**src/rtl/rng_responder.sv**
```systemverilog
// Responder side of the key-gen RNG handshake: one W-bit pseudo-random word per request,
// taken from a Fibonacci LFSR that advances DIGIT steps per clock while busy.
module rng_responder #(
    parameter int           W         = 96,
    parameter int           DIGIT     = 8,
    parameter logic [W-1:0] SEED_DFLT = {{(W-1){1'b0}}, 1'b1}
) (
    input  logic         clk_i,
    input  logic         rst_i,
    input  logic         rng_start_i,
    input  logic         rng_in_mod_i,
    input  logic [W-1:0] rng_seed_i,
    output logic [W-1:0] rng_data_o,
    output logic         rng_finish_o,
    output logic         rng_busy_o
);

    localparam int N     = W / DIGIT;
    localparam int CNT_W = (N > 1) ? $clog2(N) : 1;

    typedef enum logic [1:0] {
        IDLE = 2'd0,
        BUSY = 2'd1,
        DONE = 2'd2
    } state_t;

    state_t         state_q;
    logic [W-1:0]   lfsr_q;
    logic [W-1:0]   lfsr_d;
    logic [CNT_W-1:0] cnt_q;
    logic [W-1:0]   data_q;
    logic           finish_q;
    logic           busy_q;

    // DIGIT chained single steps; each step feeds the next within one clock.
    function automatic logic [W-1:0] lfsr_adv(input logic [W-1:0] s);
        logic [W-1:0] r;
        logic         fb;
        r = s;
        for (int k = 0; k < DIGIT; k++) begin
            fb = r[95] ^ r[93] ^ r[48] ^ r[46];
            r  = {r[W-2:0], fb};
        end
        return r;
    endfunction

    always_comb begin
        lfsr_d = lfsr_adv(lfsr_q);
    end

    always_ff @(posedge clk_i) begin
        if (rst_i) begin
            state_q  <= IDLE;
            lfsr_q   <= SEED_DFLT;
            cnt_q    <= '0;
            data_q   <= '0;
            finish_q <= 1'b0;
            busy_q   <= 1'b0;
        end else begin
            case (state_q)
                IDLE: begin
                    finish_q <= 1'b0;
                    if (rng_start_i) begin
                        state_q <= BUSY;
                        busy_q  <= 1'b1;
                        cnt_q   <= '0;
                        // An all-zero seed would lock the LFSR, so substitute the default.
                        if (rng_in_mod_i) begin
                            lfsr_q <= (rng_seed_i == '0) ? SEED_DFLT : rng_seed_i;
                        end
                    end
                end
                BUSY: begin
                    lfsr_q <= lfsr_d;
                    if (cnt_q == CNT_W'(N - 1)) begin
                        state_q  <= DONE;
                        data_q   <= lfsr_d;
                        finish_q <= 1'b1;
                    end else begin
                        cnt_q <= cnt_q + CNT_W'(1);
                    end
                end
                DONE: begin
                    state_q  <= IDLE;
                    finish_q <= 1'b0;
                    busy_q   <= 1'b0;
                end
                default: begin
                    state_q  <= IDLE;
                    finish_q <= 1'b0;
                    busy_q   <= 1'b0;
                end
            endcase
        end
    end

    assign rng_data_o   = data_q;
    assign rng_finish_o = finish_q;
    assign rng_busy_o   = busy_q;

endmodule

```
**config.mk**
```make
export PLATFORM = sky130hd
export DESIGN_NAME = rng_responder
export DESIGN_NICKNAME = d
export VERILOG_FILES = /design/src/rtl/rng_responder.sv
export SDC_FILE = /design/constraint.sdc
export NUM_CORES = 1
export LEC_CHECK = 0
export CAP_MARGIN = 10
export CORE_ASPECT_RATIO = 0.7
export CORE_MARGIN = 2
export CORE_UTILIZATION = 40
export DETAILED_ROUTE_END_ITERATION = 10
export PLACE_DENSITY = 0.7
export SLEW_MARGIN = 20
export SYNTH_ARGS = -nofsm -noshare
export SYNTH_HDL_FRONTEND = slang
export SYNTH_SLANG_ARGS = --single-unit
export TNS_END_PERCENT = 10
```
**constraint.sdc**
```tcl
create_clock -name clk_i -period 1.6 [get_ports clk_i]
set_input_delay 0.32 -clock clk_i [delete_from_list [all_inputs] [get_ports clk_i]]
set_output_delay 0.32 -clock clk_i [all_outputs]
set_load 0.05 [all_outputs]
```
Yosys cells after proc, flatten, opt, wreduce, memory -nomap -nowiden
Cells that the tools add are included.
{"block": "classes", "n_eq_ne": 6, "n_addsub": 1, "n_reduce_logical": 9, "n_bitwise": 25, "mux": 12}
{"cell": "2-to-1 mux 96 bit", "count": 3}
{"cell": "case mux 96 bit (2 select lines)", "count": 1}
{"cell": "zero test 96 bit", "count": 1}
{"cell": "bitwise XOR 1 bit", "count": 24}
{"cell": "2-to-1 mux 4 bit", "count": 2}
{"cell": "!= test 2 bit, second input constant", "count": 4}
{"cell": "case mux 4 bit (2 select lines)", "count": 1}
{"cell": "AND reduction 2 bit", "count": 3}
{"cell": "AND reduction 3 bit", "count": 2}
{"cell": "adder 4 x 1 -> 4 bit, second input constant", "count": 1}
{"cell": "equality test 4 bit, second input constant", "count": 1}
{"cell": "2-to-1 mux 2 bit", "count": 2}
{"cell": "case mux 2 bit (2 select lines)", "count": 1}
{"cell": "equality test 2 x 1 -> 1 bit, second input constant", "count": 1}
{"cell": "zero test 2 bit", "count": 1}
{"cell": "case mux 1 bit (2 select lines)", "count": 1}
{"cell": "nonzero test 2 bit", "count": 1}
{"cell": "OR reduction 2 bit", "count": 1}
{"cell": "2-to-1 mux 1 bit", "count": 1}
{"cell": "inverter 1 bit", "count": 1}
{"block": "totals", "output_inout_bits": 98, "reg_bits": 200, "word_cells": 59}

Depth between registers and ports, before layout
Gate-level depths: netlist of the first run.
{"block": "depth", "word_depth": 5, "depth_mapped": 8, "mapped_depth_nobuf": 6}

Worst setup path after synthesis of the first run
Ideal clock, no wire load.
{"block": "synth_timing", "kind": "register to register", "start": "register cnt_q[0]", "end": "register data_q[42], in the netlist rng_data_o[42]", "path_buffers": 2, "path_slack_ps": 80, "t_arrival_ps": 1403, "required_time_ps": 1483, "path_stages_with_launch": 8, "path_cell_list": "dfxtp_1 > ha_1 > nand3b_1 > nor2_1 > nor2_2 > buf_2 > buf_2 > a22o_1"}
{"block": "synth_between", "elab_chain_len": 2}
{"element": "from (decl)", "line": "30", "source": "logic [CNT_W-1:0] cnt_q;"}
{"element": "from (signal assigned)", "line": "80", "source": "cnt_q <= cnt_q + CNT_W'(1);"}
{"element": "equality test 4 bit", "line": "75", "source": "if (cnt_q == CNT_W'(N - 1)) begin"}
{"element": "AND reduction 2 bit (no source line)"}
{"element": "to (signal assigned)", "line": "77", "source": "data_q <= lfsr_d;"}
{"element": "to (decl)", "line": "31", "source": "logic [W-1:0] data_q;"}
No other way between the ends.
A chain may end at the register's enable or synchronous reset.

Worst setup path after layout of the first run
{"block": "layout_timing", "start": "register state_q[1]", "end": "register data_q[59], in the netlist rng_data_o[59]"}
{"block": "layout_between", "elab_chain_len": 2}
{"element": "from (decl)", "line": "27", "source": "state_t state_q;"}
{"element": "from (signal assigned)", "line": "53", "source": "state_q <= IDLE;"}
{"element": "from (signal assigned)", "line": "64", "source": "state_q <= BUSY;"}
{"element": "from (signal assigned)", "line": "76", "source": "state_q <= DONE;"}
{"element": "equality test 2 x 1 -> 1 bit", "line": "60", "source": "case (state_q)"}
{"element": "AND reduction 2 bit (no source line)"}
No other way between the ends.

==> results.toml, run 1 <==
[run_status]
status = "completed"

[cells_and_area]
final_cell_area_um2 = 11600
num_antenna_cells = 0
fin_nets = 1165
drive_gt1_share_pct = 21.4
area_delta_synth_final_pct = 51.5

[clocking]
htreeDepth = 4
numCtsBuffers = 17
ctsLongestPathBuffers = 2
clock_latency_ns = 0.43
clock-sinks = 200
clkSlewWorstSetupHoldPaths_ns = 0.07
cts_tree = "yes"
ctsRootBufferMaster = "clkbuf_16"

[sta]
layout_setup_ws_ns = 0.0316
max-slew-margin-rel_pct = 66.7
finalSetupViolCount = 0
slew_violations = 0
post-route-period-util_pct = 98.0
finClkSkew_ns = 0.00917
tightest_slew_ns = 0.499
finalHoldViolCount = 0
min_period_ns = 1.57
worst_hold_slack_ns = 0.221
fin_setup_tns_ns = 0
rsz0062_at_grt = "true"
fmax_mhz = 638

[place]
place_area_um2 = 10800
pre_cts_ws_ns = -0.729
place.gp.congestion = 0.868
dp_hpwl_um = 18100
portBuffers = 197

[hold_path]
hold_class = "primary input to register"
min_to = "rng_finish_o$_SDFFE_PP0P_"
worstHoldStart = "rst_i"
min_path_cells = 3

[synthesis]
synth_top_cell_by_area = "dfxtp_1"
ys_async_sr_fraction_pct = 0
synth.most_common_cell = "dfxtp_1"
synth.area.top_cells = "dfxtp_1 (52%), a311oi_1 (10%), a22o_1 (9.9%)"
syn-instance-count = 847
ys_ff_latch = 200
yosys-top-cells-count = "dfxtp_1 (200), nand2_1 (188), nor2_1 (109)"
yosys.area.top_type_share_pct = 52.1
synthFlopType = "dfxtp_1"
syn-cell-area_um2 = 7680
synth-edff-count = 0
synth_warnings = 0
synth-seq-area-share_pct = 52.1
synth_area_per_cell_um2 = 9.07
synth_nets = 948
ys_types = 31

[setup_path]
crit_arrival_ns = 1.94
crit_path_max_fanout = 57
critPathKind = "register to register"
worstSetupEndpointType = "register"
cp-start-kind = "register"
r2r_end = "rng_data_o[59]$_SDFFE_PP0P_"
r2r_start = "state_q[1]$_SDFFE_PP0P_"
critPathRequiredTime_ns = 1.97
rr_worst_depth = 6
r2r_slack_ns = 0.03

[global_routing]
grt_start_max_net_pins = 103
grt_pass1_wl_um = 38500
antenna_found_initial = 0
grt_pass1_vias = 6600
gr-usage-all-layers_pct = 24.6
overflow = 0

[floorplan]
rows = 42
core_um2 = 18900
die_area_um2 = 20300
start_util_pct = 40.7
die_w_um = 170
io_pins = 198
die_h_um = 120

[drt]
drt_iter0_markers = 806
final_antenna_net_count = 0
wl_per_cell_um = 19.7
vias_per_cell = 5.64
wl_met2_um = 10700
num_vias = 7427
drt_pre_antenna_iters = 6
drcViolationCount = 0
routed_wl_um = 26000
highest_layer = "met4"
met3WireLength_um = 2460
drt-met1-wl_um = 12600

[pwr]
peakVddDrop_uv = 623
power.leakage_nw = 4.58
finalPower_mw = 11.4
p_per_area_nw_per_um2 = 979

[run]
cap_violations = 0
## logic make-up (layout without fill, tap and decap cells)
kind of cell,after synthesis,in the layout,synth area share [%]
mux,1,1,0.147
fa+ha+maj,1,1,0.163
compound gates,210,210,22.7
buf+inv,75,304,4.54
xor+xnor,20,20,2.28
simple gates,340,340,18.0
flops,200,200,52.1
## power by group
part	leakage (nW)	switching (mW)	internal [mW]
sequential	1.64	0.257	5.21
clock	0.277	2.03	2.35
combinational	2.66	0.815	0.721
## per-stage QoR
stage               utilization, %  std cells
finish                        61.7       1318
global placement              57.4       1281
global route                  61.7       1318
floorplan                        -        847
CTS                           60.9       1312
detailed placement            57.4       1281
## cell usage in the layout, fill, tap and decap left out, types with 16 or more instances in the layout
cell type,n
a22o_1,87
a311oi_1,88
buf_12,75
buf_4,95
clkbuf_16,19
clkdlybuf4s50_1,90
dfxtp_1,196
nand2_1,188
nor2_1,107
nor4_1,16
xnor2_1,17
## state kept, by name (all words and copies together), names as in the netlist
signal	flops
rng_busy_o	1
cnt_q	4
rng_finish_o	1
lfsr_q	96
rng_data_o	96
state_q	2
## final cells by class
cell class | instances | area, um2
Tap cell | 242 | 303
Timing Repair Buffer | 271 | 3270
Multi-Input combinational cell | 572 | 3450
Clock buffer | 17 | 425
Clock inverter | 14 | 168
Fill cell | 1581 | 7230
Sequential cell | 200 | 4010
Inverter | 2 | 7.51
## worst max path at each step
stage	from	to	slack [ns]	cells after the start
6_report	state_q[1]$_SDFFE_PP0P_	rng_data_o[59]$_SDFFE_PP0P_	0.03	6
2_1_floorplan	cnt_q[0]$_SDFFE_PP0P_	rng_data_o[42]$_SDFFE_PP0P_	0.08	7
5_1_grt	cnt_q[1]$_SDFFE_PP0P_	cnt_q[3]$_SDFFE_PP0P_	-0.04	6
3_3_place_gp	rng_seed_i[36]	lfsr_q[0]$_SDFFE_PP1P_	-0.83	7
3_5_place_dp	rng_seed_i[36]	lfsr_q[0]$_SDFFE_PP1P_	-0.73	7
4_1_cts	rng_seed_i[11]	lfsr_q[0]$_SDFFE_PP1P_	-0.004	7
## worst max-delay path, stage by stage, from the launching register on
cell and delay (ns):
dfxtp_2 0.37, nand2b_2 0.26, nor2_2 0.19, nand2_2 0.10
inv_2 0.11, buf_12 0.24, a22o_1 0.18
## metal layers
layer  GRT usage (%)  vias to the layer above
met3            5.21                       13
met2            33.6                      378
met5               0                        -
li1                -                     3499
met1            39.4                     3537
met4            4.70                        0
## repair_timing
action                     CTS  global route
resized for setup           12            20
pin swaps                    5            13
hold buffers                 0             0
gates cloned                 0             2
setup endpoints to repair    2           114
setup buffers                0             4
(Power assumes the default switching activity.)
==> inputs of run 2 (changes only) <==
Settings changed: CORE_MARGIN 2 to 1, CTS_CLUSTER_SIZE set to 28.
==> results.toml, run 2 (synthesized netlist as in run 1, its figures left out) <==
[global_routing]
gr-usage-all-layers_pct = 25.6
overflow = 0
grt_pass1_vias = 6794
grt_start_max_net_pins = 63
antenna_found_initial = 1
grt_pass1_wl_um = 39000

[sta]
min_period_ns = 1.57
layout_setup_ws_ns = 0.0276
max-slew-margin-rel_pct = 62.6
finalHoldViolCount = 0
post-route-period-util_pct = 98.3
slew_violations = 0
fin_setup_tns_ns = 0
finalSetupViolCount = 0
finClkSkew_ns = 0.00856
tightest_slew_ns = 0.560
fmax_mhz = 636

[pwr]
seq_power_share_pct = 48.5
swShare_pct = 28.2
peakVddDrop_uv = 550
p_switching_mw = 3.18
clockPowerShare_pct = 36.9
power.leakage_nw = 4.70
intPower_mw = 8.11
p_per_area_nw_per_um2 = 957
pwr-share-comb_pct = 14.6

[setup_path]
crit_arrival_ns = 1.93
critPathRequiredTime_ns = 1.96
critPathMaxStageDelay_ns = 0.50
path_cells = "clkdlybuf4s50_1, nor4_2, nand4_1, buf_4, nor4_4, a211oi_1, o21ai_0"
path_buf_inv = 2
crit_slowest_cell = "clkdlybuf4s50_1"
crit_path_max_fanout = 2
r2r_slack_ns = 0.04
critPathKind = "primary input to register"
worstSetupEndpointType = "register"
cp_top_family = "simple AND/OR/NAND/NOR gates"
cp-start-kind = "primary input"

[cells_and_area]
multi_input_area_um2 = 3480
seqCellArea_um2 = 4010
fill_cells = 1506
num_antenna_cells = 0
layout_common_cells = "dfxtp_1 (196), nand2_1 (188), nor2_1 (107)"
area_delta_synth_final_pct = 53.7
final_common_cell = "dfxtp_1"
fin_nets = 1172
drive_gt1_share_pct = 22.0
final_cell_area_um2 = 11800

[clocking]
ctsLongestPathBuffers = 2
clock_latency_ns = 0.43
ctsRootBufferMaster = "clkbuf_16"
clock-sinks = 200
cts_tree = "yes"
ctsHoldBuffers = 0
numCtsBuffers = 17
htreeDepth = 4
clkSlewWorstSetupHoldPaths_ns = 0.07

[place]
portBuffers = 197
dp_hpwl_um = 18100
place.gp.congestion = 0.863
pre_cts_ws_ns = -0.630
place_area_um2 = 10800

[drt]
wl_per_cell_um = 21.1
final_antenna_net_count = 0
drt_pre_antenna_iters = 7
vias_per_cell = 5.76
routed_wl_um = 27800
drt_iter0_markers = 752
drcViolationCount = 0
num_vias = 7606

[floorplan]
die_area_um2 = 19800
die_w_um = 168
die_h_um = 118
rows = 41
start_util_pct = 41.7
core_um2 = 18400
io_pins = 198

[run]
cap_violations = 0

[hold_path]
hold_class = "primary input to register"

[run_status]
status = "completed"
run 2: per-stage QoR:
stage          utilization, %  power (mW)  instances  hold slack (ns)
2_1_floorplan               -        6.26        847            0.453
3_3_place_gp             58.5        6.97       1271            0.465
3_5_place_dp             58.5        6.99       1271            0.466
4_1_cts                  61.8        11.1       1303            0.229
5_1_grt                  64.1        11.7       1320            0.219
6_report                 64.1        11.3       1320            0.214
run 2: power groups by stage:
| stage | combinational, mW | sequential (mW) | clock, mW |
|---|---|---|---|
| 6_report | 1.65 | 5.47 | 4.17 |
| 5_1_grt | 1.77 | 5.50 | 4.42 |
| 4_1_cts | 1.44 | 5.46 | 4.20 |
| 3_5_place_dp | 1.42 | 5.57 | 0 |
| 3_3_place_gp | 1.41 | 5.57 | 0 |
| 2_1_floorplan | 0.783 | 5.48 | 0 |
run 2: layer usage:
layer	GRT usage (%)	up-vias	share of wire, %
li1	-	3518	-
met1	38.8	3662	47
met2	35.5	395	42
met3	6.46	29	9.8
met4	6.14	2	1.0
met5	0	-	0.040
run 2: path summary, 6_finish.rpt:
kind | start | to | depth (start not counted)
setup reg to reg | state_q[1]$_SDFFE_PP0P_ | lfsr_q[8]$_SDFFE_PP0P_ | 7
hold reg to reg | rng_data_o[81]$_SDFFE_PP0P_ | rng_data_o[81]$_SDFFE_PP0P_ | 1
hold / removal | rng_seed_i[91] | lfsr_q[91]$_SDFFE_PP0P_ | 3
setup / recovery | rng_seed_i[50] | lfsr_q[0]$_SDFFE_PP1P_ | 7
run 2: layout make-up:
class / instances / share of cell area [%]
sequential: 200 / 34.0
multi-input combinational: 572 / 29.5
timing repair buffer: 278 / 29.2
clock buffer: 19 / 3.84
tap: 236 / 2.50
clock inverter: 13 / 0.922
inverter: 2 / 0.0636
run 2: tightest hold or removal path, delay by kind of cell:
family | cells | cell delay, ns
and+or+nand+nor | 1 | 0.06
AOI/OAI and AO/OA | 1 | 0.08
buffers and inverters | 1 | 0.14
run 2: timing repair:
item	CTS	global route
resized for setup	9	29
buffers inserted	0	8
setup endpoints to repair	4	122
cloned	0	9
pin swaps	2	10
==> inputs of run 3 (changes only) <==
Settings changed: ABC_CLOCK_PERIOD_IN_PS set to 1600.
==> results of run 3 <==
Final layout, timing and power as in run 2 (identical DEF).
